`src/rtl/trace_buffer_if.sv`:
```
// Trace buffer bus: producer commit stream, consumer dequeue port and status.
interface trace_buffer_if #(
    parameter int unsigned DEPTH = 16,
    parameter int unsigned DW    = 32
);
    localparam int unsigned CW = $clog2(DEPTH) + 1;

    logic          trace_val;
    logic [DW-1:0] trace_addr;
    logic [DW-1:0] trace_data;
    logic          mode;
    logic          clear;
    logic          deq_val;
    logic          deq_rdy;
    logic [DW-1:0] deq_addr;
    logic [DW-1:0] deq_data;
    logic [31:0]   deq_cycle;
    logic [CW-1:0] count;
    logic          overflow;
    logic [15:0]   drop_cnt;

    modport master (
        output trace_val, trace_addr, trace_data, mode, clear, deq_rdy,
        input  deq_val, deq_addr, deq_data, deq_cycle, count, overflow, drop_cnt
    );

    modport slave (
        input  trace_val, trace_addr, trace_data, mode, clear, deq_rdy,
        output deq_val, deq_addr, deq_data, deq_cycle, count, overflow, drop_cnt
    );
endinterface

```
`src/rtl/trace_buffer.sv`:
```
// Commit trace FIFO with drop-newest / overwrite-oldest full policy,
// first-word-fall-through head and sticky loss accounting.
// Optional feature macro: TRACE_BUFFER_TIMESTAMP_EN stores a free-running
// 32-bit cycle stamp with each entry; without it deq_cycle is tied to 0.
module trace_buffer #(
    parameter int unsigned DEPTH = 16,
    parameter int unsigned DW    = 32
) (
    input  logic           clk,
    input  logic           rst,
    trace_buffer_if.slave  bus
);
    localparam int unsigned AW = $clog2(DEPTH);
    localparam int unsigned CW = AW + 1;

    logic [AW-1:0] head_q,  head_d;
    logic [AW-1:0] tail_q,  tail_d;
    logic [CW-1:0] count_q, count_d;
    logic          overflow_q, overflow_d;
    logic [15:0]   drop_q,  drop_d;
    logic          wr_en;
    logic          lost;
    logic          do_deq;
    logic          full;

    logic [DW-1:0] addr_mem [DEPTH];
    logic [DW-1:0] data_mem [DEPTH];

    // Next-state: clear wins, then enqueue/dequeue/full-policy resolution
    always_comb begin
        head_d     = head_q;
        tail_d     = tail_q;
        count_d    = count_q;
        overflow_d = overflow_q;
        drop_d     = drop_q;
        wr_en      = 1'b0;
        lost       = 1'b0;
        do_deq     = (count_q != CW'(0)) && bus.deq_rdy;
        full       = (count_q == CW'(DEPTH));

        if (bus.clear) begin
            head_d     = '0;
            tail_d     = '0;
            count_d    = '0;
            overflow_d = 1'b0;
            drop_d     = '0;
        end else begin
            if (bus.trace_val) begin
                if (!full || do_deq) begin
                    // Room available (or freed by this cycle's dequeue)
                    wr_en  = 1'b1;
                    tail_d = tail_q + AW'(1);
                    if (do_deq) begin
                        head_d = head_q + AW'(1);
                    end else begin
                        count_d = count_q + CW'(1);
                    end
                end else begin
                    lost = 1'b1;
                    if (bus.mode) begin
                        // Full means tail == head: the write replaces the oldest entry
                        wr_en  = 1'b1;
                        tail_d = tail_q + AW'(1);
                        head_d = head_q + AW'(1);
                    end
                end
            end else if (do_deq) begin
                head_d  = head_q + AW'(1);
                count_d = count_q - CW'(1);
            end

            if (lost) begin
                overflow_d = 1'b1;
                if (drop_q != 16'hFFFF) begin
                    drop_d = drop_q + 16'd1;
                end
            end
        end
    end

    // Control state register with synchronous reset
    always_ff @(posedge clk) begin
        if (rst) begin
            head_q     <= '0;
            tail_q     <= '0;
            count_q    <= '0;
            overflow_q <= 1'b0;
            drop_q     <= '0;
        end else begin
            head_q     <= head_d;
            tail_q     <= tail_d;
            count_q    <= count_d;
            overflow_q <= overflow_d;
            drop_q     <= drop_d;
        end
    end

    // Entry storage; contents are never reset
    always_ff @(posedge clk) begin
        if (wr_en && !rst) begin
            addr_mem[tail_q] <= bus.trace_addr;
            data_mem[tail_q] <= bus.trace_data;
        end
    end

`ifdef TRACE_BUFFER_TIMESTAMP_EN
    logic [31:0] ts_q;
    logic [31:0] ts_mem [DEPTH];

    // Free-running cycle counter, wraps at 2^32
    always_ff @(posedge clk) begin
        if (rst) begin
            ts_q <= '0;
        end else begin
            ts_q <= ts_q + 32'd1;
        end
    end

    // Timestamp storage alongside each entry
    always_ff @(posedge clk) begin
        if (wr_en && !rst) begin
            ts_mem[tail_q] <= ts_q;
        end
    end

    assign bus.deq_cycle = ts_mem[head_q];
`else
    assign bus.deq_cycle = 32'd0;
`endif

    assign bus.deq_val  = (count_q != CW'(0));
    assign bus.deq_addr = addr_mem[head_q];
    assign bus.deq_data = data_mem[head_q];
    assign bus.count    = count_q;
    assign bus.overflow = overflow_q;
    assign bus.drop_cnt = drop_q;

endmodule

```
`src/flat_wrapper.sv`:
```
// flat-port wrapper written by rule: the top's interface ports become plain ports
module trace_buffer_flat 
#(
    parameter int unsigned DEPTH = 16,
    parameter int unsigned DW    = 32
)
  (clk, rst, bus_trace_val, bus_trace_addr, bus_trace_data, bus_mode, bus_clear, bus_deq_rdy, bus_deq_val, bus_deq_addr, bus_deq_data, bus_deq_cycle, bus_count, bus_overflow, bus_drop_cnt);
  trace_buffer_if #(.DEPTH(DEPTH), .DW(DW)) bus_i ();
  input  logic clk;
  input  logic rst;
  input wire logic [$bits(bus_i.trace_val)-1:0] bus_trace_val;
  input wire logic [$bits(bus_i.trace_addr)-1:0] bus_trace_addr;
  input wire logic [$bits(bus_i.trace_data)-1:0] bus_trace_data;
  input wire logic [$bits(bus_i.mode)-1:0] bus_mode;
  input wire logic [$bits(bus_i.clear)-1:0] bus_clear;
  input wire logic [$bits(bus_i.deq_rdy)-1:0] bus_deq_rdy;
  output wire logic [$bits(bus_i.deq_val)-1:0] bus_deq_val;
  output wire logic [$bits(bus_i.deq_addr)-1:0] bus_deq_addr;
  output wire logic [$bits(bus_i.deq_data)-1:0] bus_deq_data;
  output wire logic [$bits(bus_i.deq_cycle)-1:0] bus_deq_cycle;
  output wire logic [$bits(bus_i.count)-1:0] bus_count;
  output wire logic [$bits(bus_i.overflow)-1:0] bus_overflow;
  output wire logic [$bits(bus_i.drop_cnt)-1:0] bus_drop_cnt;
  assign bus_i.trace_val = bus_trace_val;
  assign bus_i.trace_addr = bus_trace_addr;
  assign bus_i.trace_data = bus_trace_data;
  assign bus_i.mode = bus_mode;
  assign bus_i.clear = bus_clear;
  assign bus_i.deq_rdy = bus_deq_rdy;
  assign bus_deq_val = bus_i.deq_val;
  assign bus_deq_addr = bus_i.deq_addr;
  assign bus_deq_data = bus_i.deq_data;
  assign bus_deq_cycle = bus_i.deq_cycle;
  assign bus_count = bus_i.count;
  assign bus_overflow = bus_i.overflow;
  assign bus_drop_cnt = bus_i.drop_cnt;
  trace_buffer #(.DEPTH(DEPTH), .DW(DW)) u_core (.clk(clk), .rst(rst), .bus(bus_i));
endmodule
```
`config.mk`:
```
export PLATFORM = sky130hd
export DESIGN_NAME = trace_buffer_flat
export DESIGN_NICKNAME = d
export VERILOG_FILES = /design/src/rtl/trace_buffer_if.sv /design/src/rtl/trace_buffer.sv /design/src/flat_wrapper.sv
export SDC_FILE = /design/constraint.sdc
export NUM_CORES = 1
export LEC_CHECK = 0
export CAP_MARGIN = 0
export CELL_PAD_IN_SITES_DETAIL_PLACEMENT = 1
export CELL_PAD_IN_SITES_GLOBAL_PLACEMENT = 2
export CORE_MARGIN = 10
export CORE_UTILIZATION = 48
export DETAILED_ROUTE_END_ITERATION = 7
export GPL_TIMING_DRIVEN = 0
export PLACE_DENSITY_LB_ADDON = 0.15
export SYNTH_ARGS = -nofsm -noshare
export SYNTH_HDL_FRONTEND = slang
export SYNTH_SLANG_ARGS = --single-unit
```
`constraint.sdc`:
```
create_clock -name clk -period 9.95 [get_ports clk]
set_input_delay 1.99 -clock clk [delete_from_list [all_inputs] [get_ports clk]]
set_output_delay 1.99 -clock clk [all_outputs]
set_load 0.01 [all_outputs]
```
==> results.md <==
Cells and area:
- The post-synthesis to final-layout area growth is 19.4%.
- After filler insertion, the fill cell instance count of the layout stands at 7056.
- At the end of the flow, the number of nets in the layout was 2314.
- The post-route cell area is 48100 µm².
- The layout cell share with drive strength beyond 1 is 0.239.
- The library cell used most frequently in the layout, excluding fill and tap cells, is sky130_fd_sc_hd__edfxtp_1.
- The library cells used most frequently in the layout, excluding fill and tap cells, are sky130_fd_sc_hd__edfxtp_1, sky130_fd_sc_hd__mux4_2, sky130_fd_sc_hd__clkdlybuf4s50_1, sky130_fd_sc_hd__a22oi_1, sky130_fd_sc_hd__clkbuf_16.

Timing:
- The fraction of the cycle the final worst path needs is 0.659.
- The final-layout worst hold slack is 0.460 ns.
- The number of slew-limit violations in the final report is 0.
- In this run the tightest slew margin relative to its limit is 0.200.
- The final number of setup-violating endpoints is 0.
- The worst path needs 6.56 ns of the cycle, external delays included.
- The final hold violation count was 0.
- For the pin with the worst max-slew slack, the measured transition is 1.20 ns.
- The maximum clock frequency is 152 MHz.
- The worst path meets setup with 3.39 ns of slack.
- For the final database, setup skew stands at 0.0259 ns.
- Setup repair after global routing left no endpoint under its margin.

Route:
- Wires add up to 101000 µm.
- After detailed routing, the number of vias per cell comes to 5.94.
- The wire length per cell after detailed routing is 29.8 µm.
- The count of antenna-violating nets left after detailed routing is 0.
- The first detailed-routing pass ran for 5 iterations.
- The routed via count is 20200.
- The first routing iteration left 1790 violations.
- The total DRC errors in the routed layout is 0.

Yosys:
- After synthesis, the share of flip-flops with an asynchronous set or reset is 0.
- The synthesized instance count is 1849.
- The share of synthesized area in the top cell type comes to 0.762.
- The main flop type after synthesis is sky130_fd_sc_hd__edfxtp_1.
- The proportion of synthesized chip area in sequential cells is 0.779.
- The count of state elements after synthesis is 1058.
- After synthesis, the netlist uses 49 different library cells.
- The number of enable-type register cells in the synthesized netlist is 1024.
- Yosys printed 0 warnings.
- The area of the mapped netlist is 40300 µm².
- The cell type contributing the most total cell area after synthesis is sky130_fd_sc_hd__edfxtp_1.
- After synthesis, the cell types taking the most area are sky130_fd_sc_hd__edfxtp_1, sky130_fd_sc_hd__mux4_2, sky130_fd_sc_hd__a22oi_1.
- The mean area per synthesized cell is 21.8 µm².

Placement:
- The total of buffers placed on input and output ports is 155.
- Detailed placement finished with a half-perimeter wire length of 66900 µm.
- The post-place setup slack is 3.97 ns.
- The placed cell area is 44700 µm².
- At the end of routability-driven placement, the weighted congestion stood at 0.739.

CTS:
- The clock drives 1058 sinks.
- In this run, post-CTS hold repair placed 0 buffers.
- Buffers inserted during clock tree synthesis total 107.
- The clock tree from TritonCTS is done.
- The number of levels the H-tree was split into is 3.
- Once the clock tree was built, the setup fixing pass inserted 0 buffers.
- The clock root buffer master is sky130_fd_sc_hd__clkbuf_16.
- The clock-pin slew on the worst setup and hold paths is 0.06 ns.
- The number of buffers on the longest clock path is 3.
- The post-cts gate resize count is 0.
- For the worst-skew pair, the clock arrives at the later sink with an insertion delay of 0.67 ns.

Critical path:
- Setup slack on the worst reg-to-reg path comes out at 6.65 ns.
- The start-to-end type of the worst setup path is flop to primary output.
- The number of cells on the worst reg-to-reg path is 10.
- The data arrival time at the worst-slack endpoint is 4.57 ns.
- Of all nets on the critical path, the largest fanout is 10.
- The worst setup path is captured at a primary output.
- Data on the critical path is required at its endpoint by 7.96 ns.
- The kind of start point of the critical path is a flop.

GRT:
- The total overflow left after global routing is 0.
- The first global-routing pass estimated 150000 µm of wire.
- Across every metal layer, demand over resource in global routing totals 0.213.
- The initial antenna violation count came to 6.
- The number of global-route vias before repair was 22300.
- The pin count of the biggest net entering global routing is 25.

Hold path:
- In this run the worst hold path is classified as flop to flop.
- The worst hold path passes through 2 cells.

Power and ir drop:
- The analysis attributes to cell leakage a power of 15.0 nW.
- Power spread over the standard cell area amounts to 194 nW/µm².
- Power comes to 9.32 mW.
- The worst-case IR drop observed on VDD is 0.151 mV.

Flow run:
- Max-cap violations in this run came to 0.

Floorplan:
- The die extent in x is 310 µm.
- The initial core utilization is 0.483.
- The overall die height is 310 µm.
- The die covers 96000 µm².
- The number of I/O pins is 189.
- The number of placement rows is 106.
- The total area inside the core boundary comes to 83400 µm².

Run status:
- The flow ran to the end, and the final reports show no timing, DRC or antenna violations.
-- state kept, by name, summed over array words and instances (netlist names), named ones only --
name / flops
u_core.head_q: 4
u_core.bus.drop_cnt: 16
u_core.tail_q: 4
u_core.addr_mem: 512
u_core.data_mem: 512
u_core.bus.count: 5
u_core.bus.overflow: 1
-- Yosys cell counts (5+ instances only) --
cell                       instances
sky130_fd_sc_hd__buf_1            35
sky130_fd_sc_hd__nand4_1           7
sky130_fd_sc_hd__o31ai_1           5
sky130_fd_sc_hd__a211oi_1          6
sky130_fd_sc_hd__ha_1              9
sky130_fd_sc_hd__a21oi_1          15
sky130_fd_sc_hd__inv_1             8
sky130_fd_sc_hd__dfxtp_1          34
sky130_fd_sc_hd__a22oi_1         128
sky130_fd_sc_hd__nor4_1            5
sky130_fd_sc_hd__buf_4            32
sky130_fd_sc_hd__nor2_1           22
sky130_fd_sc_hd__nand3_1          15
sky130_fd_sc_hd__or3_1            12
sky130_fd_sc_hd__clkbuf_1         62
sky130_fd_sc_hd__o21ai_0          11
sky130_fd_sc_hd__nor3_1           15
sky130_fd_sc_hd__mux4_2          256
sky130_fd_sc_hd__edfxtp_1       1024
sky130_fd_sc_hd__or4_1             5
sky130_fd_sc_hd__nand2_1          87
sky130_fd_sc_hd__o211ai_1          5
sky130_fd_sc_hd__mux2i_1          11
sky130_fd_sc_hd__nor2b_1           5
-- worst max-delay path: stages (launching register included) --
cell and delay, ns:
sky130_fd_sc_hd__dfxtp_1 0.31, sky130_fd_sc_hd__clkbuf_1 0.20, sky130_fd_sc_hd__clkbuf_1 0.86, sky130_fd_sc_hd__buf_1 0.90, sky130_fd_sc_hd__mux4_2 0.63, sky130_fd_sc_hd__a22oi_1 0.36
sky130_fd_sc_hd__nand2_1 0.14, sky130_fd_sc_hd__clkdlybuf4s50_1 0.53
-- kinds of logic after synthesis --
| family | Yosys count | synth area share |
|---|---|---|
| xor gates and xnor gates | 3 | 0.000652 |
| other | 1 | 0.0000930 |
| adders and majority gates | 10 | 0.00329 |
| DFF | 1058 | 0.779 |
| buffers and inverters | 140 | 0.0161 |
| AOI/OAI and AO/OA | 181 | 0.0323 |
| muxes | 268 | 0.146 |
| and+or+nand+nor | 188 | 0.0223 |
-- through the flow --
| stage | utilization | TNS [ns] | std cells |
|---|---|---|---|
| finish | 0.577 | 0 | 3400 |
| floorplan | - | 0 | 1880 |
| global placement | 0.520 | -2164.00 | 3115 |
| CTS | 0.577 | 0 | 3399 |
| global route | 0.577 | 0 | 3399 |
| detailed placement | 0.536 | 0 | 3205 |
-- per-layer routing --
| metal | track usage | up-vias | share of wire |
|---|---|---|---|
| met2 | 0.367 | 616 | 0.51 |
| met1 | 0.277 | 10900 | 0.40 |
| li1 | - | 8553 | - |
| met3 | 0.0372 | 155 | 0.060 |
| met5 | 0 | - | 0.00081 |
| met4 | 0.0590 | 12 | 0.023 |
-- path summary, 6_finish.rpt --
| path | startpoint | to |
|---|---|---|
| worst max-delay path | flop | bus_deq_addr[13] |
| worst min-delay path | u_core.bus.overflow$_SDFFE_PP0P_ | u_core.bus.overflow$_SDFFE_PP0P_ |
| worst max register to register | u_core.bus.count[1]$_SDFFE_PP0P_ | u_core.data_mem[4][14]$_DFFE_PP_ |
| worst min register to register | u_core.bus.overflow$_SDFFE_PP0P_ | u_core.bus.overflow$_SDFFE_PP0P_ |
-- final cells by class --
cell class / instances / area (µm²) / area share
Inverter: 8 / 30.0 / 0.000624
Buffer: 132 / 619 / 0.0129
Antenna cell: 1 / 2.50 / 0.0000520
Clock inverter: 63 / 644 / 0.0134
Timing Repair Buffer: 245 / 2790 / 0.0580
Sequential cell: 1058 / 31400 / 0.653
Multi-Input combinational cell: 682 / 8470 / 0.176
Tap cell: 1080 / 1350 / 0.0281
Clock buffer: 131 / 2810 / 0.0584
-- power breakdown --
group	total [mW]	internal (mW)	switching, mW
Sequential	4.90	4.90	0.00694
Clock	3.97	2.33	1.64
Combinational	0.441	0.201	0.240
Total	9.32	7.43	1.89
(Power assumes the default switching activity.)
